==> src/rtl/uart_pkg.sv <==
// rtl/uart_pkg.sv - shared UART state encodings, parity modes and line decode
package uart_pkg;

  // Transmitter/receiver frame phases. SYNC is the wait for the first bit
  // boundary after a byte is taken, so the start bit is always full length.
  typedef enum logic [2:0] {
    ST_IDLE   = 3'd0,
    ST_SYNC   = 3'd1,
    ST_START  = 3'd2,
    ST_DATA   = 3'd3,
    ST_PARITY = 3'd4,
    ST_STOP   = 3'd5
  } state_t;

  localparam int PARITY_NONE = 0;
  localparam int PARITY_EVEN = 1;
  localparam int PARITY_ODD  = 2;

  // Serial line level for a given frame phase. Idle, sync and stop all hold
  // the line high; only start forces it low.
  function automatic logic line_level(input state_t st, input logic data_bit,
                                      input logic parity_bit);
    logic lvl;
    lvl = 1'b1;
    case (st)
      ST_START:  lvl = 1'b0;
      ST_DATA:   lvl = data_bit;
      ST_PARITY: lvl = parity_bit;
      default:   lvl = 1'b1;
    endcase
    return lvl;
  endfunction

endpackage

==> src/rtl/baud_edge_detect.sv <==
// rtl/baud_edge_detect.sv - samples the divider square wave and emits one tick per rising edge
module baud_edge_detect (
  input  logic clk,
  input  logic reset,
  input  logic baud_clk,
  output logic tick
);

  logic baud_q;
  logic baud_q2;

  // Two-flop sample of the divider output; history resets high so a wave
  // that is already high at release does not produce a false tick.
  always_ff @(posedge clk) begin
    if (!reset) begin
      baud_q  <= 1'b1;
      baud_q2 <= 1'b1;
    end else begin
      baud_q  <= baud_clk;
      baud_q2 <= baud_q;
    end
  end

  assign tick = baud_q & ~baud_q2;

endmodule

==> src/rtl/uart_tx.sv <==
// rtl/uart_tx.sv - UART transmitter with valid/ready byte input and gap-free back-to-back frames
module uart_tx
  import uart_pkg::*;
#(
  parameter int DATA_BITS = 8,
  parameter int PARITY    = 0,
  parameter int STOP_BITS = 1
) (
  input  logic                 clk,
  input  logic                 reset,
  input  logic                 baud_clk,
  input  logic [DATA_BITS-1:0] tx_data,
  input  logic                 tx_valid,
  output logic                 tx_ready,
  output logic                 tx,
  output logic                 frame_done
);

  if (DATA_BITS < 5 || DATA_BITS > 8) begin : g_bad_data_bits
    $error("uart_tx: DATA_BITS must be 5..8");
  end
  if (PARITY != PARITY_NONE && PARITY != PARITY_EVEN && PARITY != PARITY_ODD) begin : g_bad_parity
    $error("uart_tx: PARITY must be 0, 1 or 2");
  end
  if (STOP_BITS != 1 && STOP_BITS != 2) begin : g_bad_stop_bits
    $error("uart_tx: STOP_BITS must be 1 or 2");
  end

  localparam logic [2:0] LAST_BIT   = 3'(DATA_BITS - 1);
  localparam logic       LAST_STOP  = 1'(STOP_BITS - 1);
  localparam bit         HAS_PARITY = (PARITY != PARITY_NONE);

  // Parity is fixed at accept time so the data register can shift freely.
  function automatic logic calc_parity(input logic [DATA_BITS-1:0] d);
    return (PARITY == PARITY_ODD) ? ~^d : ^d;
  endfunction

  logic tick;

  baud_edge_detect u_edge (
    .clk      (clk),
    .reset    (reset),
    .baud_clk (baud_clk),
    .tick     (tick)
  );

  state_t               state;
  state_t               state_d;
  logic [DATA_BITS-1:0] shift_reg;
  logic [DATA_BITS-1:0] shift_d;
  logic                 parity_bit;
  logic                 parity_d;
  logic [2:0]           bit_cnt;
  logic [2:0]           bit_cnt_d;
  logic                 stop_cnt;
  logic                 stop_cnt_d;
  logic                 pending;
  logic                 pending_d;
  logic                 tx_d;
  logic                 ready_d;
  logic                 done_d;
  logic                 accept;

  assign accept = tx_valid & tx_ready;

  // Frame sequencing plus the registered line level, ready and done decode
  // of the state being entered.
  always_comb begin
    state_d    = state;
    shift_d    = shift_reg;
    parity_d   = parity_bit;
    bit_cnt_d  = bit_cnt;
    stop_cnt_d = stop_cnt;
    pending_d  = pending;
    done_d     = 1'b0;

    // Ready is only high in IDLE or the final stop bit, neither of which
    // shifts, so loading here never collides with a shift.
    if (accept) begin
      shift_d  = tx_data;
      parity_d = calc_parity(tx_data);
    end

    case (state)
      ST_IDLE: begin
        if (accept) begin
          state_d = ST_SYNC;
        end
      end
      ST_SYNC: begin
        if (tick) begin
          state_d = ST_START;
        end
      end
      ST_START: begin
        if (tick) begin
          state_d   = ST_DATA;
          bit_cnt_d = 3'd0;
        end
      end
      ST_DATA: begin
        if (tick) begin
          shift_d = shift_reg >> 1;
          if (bit_cnt == LAST_BIT) begin
            state_d    = HAS_PARITY ? ST_PARITY : ST_STOP;
            stop_cnt_d = 1'b0;
          end else begin
            bit_cnt_d = bit_cnt + 3'd1;
          end
        end
      end
      ST_PARITY: begin
        if (tick) begin
          state_d    = ST_STOP;
          stop_cnt_d = 1'b0;
        end
      end
      ST_STOP: begin
        if (accept) begin
          pending_d = 1'b1;
        end
        if (tick) begin
          if (stop_cnt != LAST_STOP) begin
            stop_cnt_d = stop_cnt + 1'b1;
          end else begin
            done_d = 1'b1;
            // A byte taken during the last stop bit starts right away.
            if (pending || accept) begin
              state_d   = ST_START;
              pending_d = 1'b0;
            end else begin
              state_d = ST_IDLE;
            end
          end
        end
      end
      default: begin
        state_d = ST_IDLE;
      end
    endcase

    ready_d = (state_d == ST_IDLE) ||
              (state_d == ST_STOP && stop_cnt_d == LAST_STOP && !pending_d);
    tx_d    = line_level(state_d, shift_d[0], parity_d);
  end

  // State, datapath and registered outputs; reset abandons any frame.
  always_ff @(posedge clk) begin
    if (!reset) begin
      state      <= ST_IDLE;
      shift_reg  <= '0;
      parity_bit <= 1'b0;
      bit_cnt    <= 3'd0;
      stop_cnt   <= 1'b0;
      pending    <= 1'b0;
      tx         <= 1'b1;
      tx_ready   <= 1'b0;
      frame_done <= 1'b0;
    end else begin
      state      <= state_d;
      shift_reg  <= shift_d;
      parity_bit <= parity_d;
      bit_cnt    <= bit_cnt_d;
      stop_cnt   <= stop_cnt_d;
      pending    <= pending_d;
      tx         <= tx_d;
      tx_ready   <= ready_d;
      frame_done <= done_d;
    end
  end

endmodule

==> config.mk <==
export PLATFORM = sky130hd
export DESIGN_NAME = uart_tx
export DESIGN_NICKNAME = d
export VERILOG_FILES = /design/src/rtl/uart_pkg.sv /design/src/rtl/baud_edge_detect.sv /design/src/rtl/uart_tx.sv
export SDC_FILE = /design/constraint.sdc
export NUM_CORES = 1
export LEC_CHECK = 0
export BUFFER_PORTS_ARGS = -buffer_cell sky130_fd_sc_hd__clkbuf_2
export CAP_MARGIN = 20
export CORE_UTILIZATION = 39
export CTS_CLUSTER_SIZE = 24
export DETAILED_ROUTE_END_ITERATION = 12
export MAX_ROUTING_LAYER = met4
export PLACE_DENSITY_LB_ADDON = 0.05
export SLEW_MARGIN = 20
export SYNTH_ARGS = -nofsm -noshare
export SYNTH_HDL_FRONTEND = slang
export SYNTH_HIERARCHICAL = 1
export SYNTH_SLANG_ARGS = --single-unit
==> constraint.sdc <==
create_clock -name clk -period 2.3 [get_ports clk]
set_clock_uncertainty 0.05 [all_clocks]
set_input_delay 0.345 -clock clk [delete_from_list [all_inputs] [get_ports clk]]
set_output_delay 0.345 -clock clk [all_outputs]
set_load 0.02 [all_outputs]
* Yosys cells after proc, flatten, opt, wreduce, memory -nomap -nowiden
Cells that the tools add are included.
Word-level totals: bits in registers 22, bits of input ports 12, output and inout bits 3, logic and storage cells 72
Operators by class: $add $sub $neg 2, eq/ne operators 13, multiplexer cells 31, bitwise operators 4, reductions and logical operators 11
Operator list (count):
- 3-bit 2-to-1 mux | 11
- 8-bit 2-to-1 mux | 3
- 3-bit one-hot mux with 6 select lines | 1
- 3-bit == test (second input constant) | 5
- 3-bit by 2-bit == test with 1-bit output (second input constant) | 4
- 1-bit 2-to-1 mux | 12
- 8-bit XOR reduction | 1
- 3-bit zero test | 2
- 2-bit inequality test (second input constant) | 3
- 1-bit one-hot mux with 3 select lines | 2
- 3-bit one-hot mux with 2 select lines | 1
- 4-bit AND reduction | 1
- 3-bit by 1-bit adder with 3-bit output (second input constant) | 1
- 3-bit by 1-bit == test with 1-bit output (second input constant) | 1
- 3-bit AND reduction | 1
- 1-bit bitwise AND | 2
- 1-bit logical AND | 2
- 1-bit logical OR | 2
- 2-bit 2-to-1 mux | 1
- 1-bit NOT | 2
- 2-bit nonzero test | 1
- 1-bit adder (second input constant) | 1
- 1-bit zero test | 1

* Depth between registers and ports, before layout
depth in word-level cells 10, gate-level depth with buffers 7, gate-level depth less buffers 7

* Hierarchy
Netlist, hierarchy kept.
By module, submodules not included:
- uart_tx | times used 1, cells an instance 127, area each 1074.8 um^2
- baud_edge_detect | times used 1, cells an instance 5, area each 66.3 um^2

* Worst setup path after synthesis
No wires, ideal clock.
kind register to register, from register bit_cnt[0], to register tx, setup time 121 ps, arrival 1472 ps, data required time 2129 ps, setup slack 657 ps, cell stages (with the launch flop) 8, path buffers 0, path through dfxtp_1 ha_1 ha_1 and4_1 nor3_1 o21ai_0 o21ai_0 o21ai_1
On the way: longest elaborated chain between the ends 6
RTL lines:
- start: declaration | line uart_tx.sv:53 | logic [2:0] bit_cnt;
- start signal: assignment | line uart_tx.sv:163 | bit_cnt <= bit_cnt_d;
- 3-bit == test (*) | line uart_tx.sv:104 | if (bit_cnt == LAST_BIT) begin
- 3-bit 2-to-1 mux (*) | line uart_tx.sv:104
- 3-bit 2-to-1 mux (*) | line uart_tx.sv:102 | if (tick) begin
- 3-bit one-hot mux with 6 select lines (*) | line uart_tx.sv:84 | case (state)
- 3-bit == test / 3-bit by 2-bit == test with 1-bit output (equally long branches) | line uart_pkg.sv:25 | case (st)
- 1-bit one-hot mux with 3 select lines (*) | line uart_pkg.sv:25
- end signal: assignment | line uart_tx.sv:166 | tx <= tx_d;
- end: declaration | line uart_tx.sv:15 | output logic tx,
Mark *: on every way between the ends. The rest lies on a longest branch, timed or not. A chain may end at the register's enable or synchronous reset.

* Final worst setup path
Ends and elaborated chain as after synthesis.

==> metrics.md <==
| Metric | Value |
|---|---|
| Core Region | `2760 µm²` |
| DRC violation total after the first TritonRoute iteration | `11` |
| Vias per cell | `5.18` |
| Antenna Nets Post-Route | `0` |
| Setup violators final | `0` |
| Max reg flops | `8` |
| Slowest CP cell | `dfxtp_1` |
| Total grt overflow | `0` |
| Syn_nets | `146` |
| DRC Markers | `0` |
| Crit path buf inv count | `0` |
| Synth Warn # | `6` |
| Largest net degree at the start of global routing | `17` |
| Pre-Repair DR Iteration Count | `4` |
| Max VDD drop | `0.300 mV` |
| Row Count | `19` |
| Tot Pwr | `0.688 mW` |
| Commonest register cell after synthesis | `dfxtp_1` |
| Sink Count | `22` |
| Routability congestion estimate | `0.803` |
| Tightest Pin Transition | `467 ps` |
| Commonest non-fill, non-tap cell in the layout | `nand2_1` |
| Unrepaired setup endpoints after global routing | `no` |
| Worst-path fanout max | `5` |
| Clock Pin Slew Worst Setup and Hold Paths | `130 ps` |
| Seq cells post-synth | `22` |
| Port buffer count | `14` |
| Fin util | `44.8%` |
| Post-Syn Instances | `132` |
| Share of cells above drive strength 1 | `18.2%` |
| Nets | `159` |
| Placed inst area | `1210 µm²` |
| DP HPWL | `1620 µm` |
| Setup ws final | `428 ps` |
| Post-Syn Area per Cell | `8.64 µm²` |
| Vias in the first global route | `877` |
| Total Routing Usage GR | `16.6%` |
| First-pass GRT wire length | `3970 µm` |
| Ys async rst share | `0%` |
| WS Path Type | `flip-flop to flip-flop` |
| Final setup TNS | `0 ps` |
| Vias | `901` |
| Slew Limit Fails | `0` |
| Final Cycle Share | `81.4%` |
| Post-Layout Cell Count | `174` |
| Static Leakage | `0.520 nW` |
| CP Data Required Time | `2450 ps` |
| Placed cell count | `171` |
| Boundary Pins | `15` |
| Critical-path cell list | `ha_1, ha_1, and4_1, nor3_1, o21ai_0, o21ai_0, o21ai_1` |
| Worst skew pair latency | `310 ps` |
| Hold_buf cts | `0` |
| P per Cell Area | `557 nW/µm²` |
| Relative slew slack | `68.8%` |
| Post-synth EDFFs | `0` |
| Reg area | `440 µm²` |
| Die Height | `56.1 µm` |
| CTS Buf Count | `3` |
| Die ar. | `3150 µm²` |
| Register area share after synthesis | `38.6%` |
| Post-synthesis cell type count | `35` |
| Hold Crit Class | `input pin to flip-flop` |
| DRT Wirelength | `2240 µm` |
| Pre-CTS WS | `465 ps` |
| Area grow syn2layout | `8.22%` |
| Final Critical Period | `1870 ps` |
| Cell area after layout | `1230 µm²` |
| Tightest hold margin | `154 ps` |
| Antenna Cells | `0` |
| Initial antenna violation count | `0` |
| CP top delay family | `compound AO/OA/AOI/OAI gates` |
| CP peak stage delay | `350 ps` |
| Crit end category | `flip-flop` |
| H-Tree Depth | `1` |
| Area occupied by multi-input gates | `633 µm²` |
| Postcts setup bufs | `0` |
| Status | `completed` |
| Max-cap violations | `0` |
| Hold Fails Final Rpt | `0` |
| Root Buffer | `clkbuf_4` |
| WL per Instance | `12.9 µm` |
| Most frequent cells in the layout | `24 x nand2_1, 22 x dfxtp_1, 14 x clkbuf_2` |
| Deepest clock path buffer count | `2` |
| Die X-Extent | `56.1 µm` |
| Starting Density | `41.4%` |
| Clock tree from TritonCTS | `built` |
| CTS resizes | `0` |
| Fmax | `0.534 GHz` |
| # fillers | `295` |
| Worst Setup Start Kind | `flip-flop` |
| Critical Path AT | `2030 ps` |
| Cell Area, Synth | `1140 µm²` |
## power breakdown
| part | leakage, nW | total [mW] | internal [mW] | switching, mW |
|---|---|---|---|---|
| clock network | 0.0138 | 0.179 | 0.0612 | 0.118 |
| logic | 0.327 | 0.0977 | 0.0453 | 0.0524 |
| registers | 0.179 | 0.411 | 0.396 | 0.0149 |
## metal layers
metal  track usage, %  routed length (µm)  share of wire (%)  vias up
met5                -                   0                  0        -
met4             4.18                   9               0.40        0
met3             4.19                  49                2.2        2
met2             25.7                1020                 46       13
met1             21.7                1160                 52      403
li1                 -                   -                  -      483
## path summary, 6_finish.rpt
| kind | start | endpoint | slack (ps) | depth (start not counted) |
|---|---|---|---|---|
| worst max-delay path | bit_cnt[0] | tx | 430 | 7 |
| worst min register to register | shift_reg[7] | shift_reg[7] | 410 | 2 |
| worst max register to register | bit_cnt[0] | tx | 430 | 7 |
| worst min-delay path | baud_clk | u_edge/baud_q | 150 | 2 |
## cell type report
| class | count | area share (%) |
|---|---|---|
| Timing Repair Buffer | 16 | 6.89 |
| Inverter | 4 | 1.22 |
| Tap cell | 31 | 3.14 |
| Sequential cell | 22 | 35.7 |
| Multi-Input combinational cell | 98 | 51.3 |
| Clock buffer | 3 | 1.82 |
## cells in the mapped netlist, drive strengths merged, types with 3 or more instances
library cell,count,share of area [%]
a311oi,6,4.6
nor2b,4,4.2
dfxtp,22,39
inv,3,0.99
nor2,12,3.9
nand3,3,1.3
nand2b,3,1.6
a21boi,3,2.0
o21ai,4,1.8
nand2,24,7.9
a21oi,5,2.2
nor3,6,2.6
xnor2,6,4.6
buf,6,3.9
and2,4,2.2
## kinds of logic after synthesis
| kind of cell | Yosys count | share of synthesized area (%) |
|---|---|---|
| simple gates | 62 | 29.5 |
| compound gates | 27 | 18.4 |
| flops | 22 | 38.6 |
| buf+inv | 12 | 5.92 |
| xor+xnor | 7 | 5.37 |
| fa+ha+maj | 2 | 2.19 |
(Power assumes the default switching activity.)
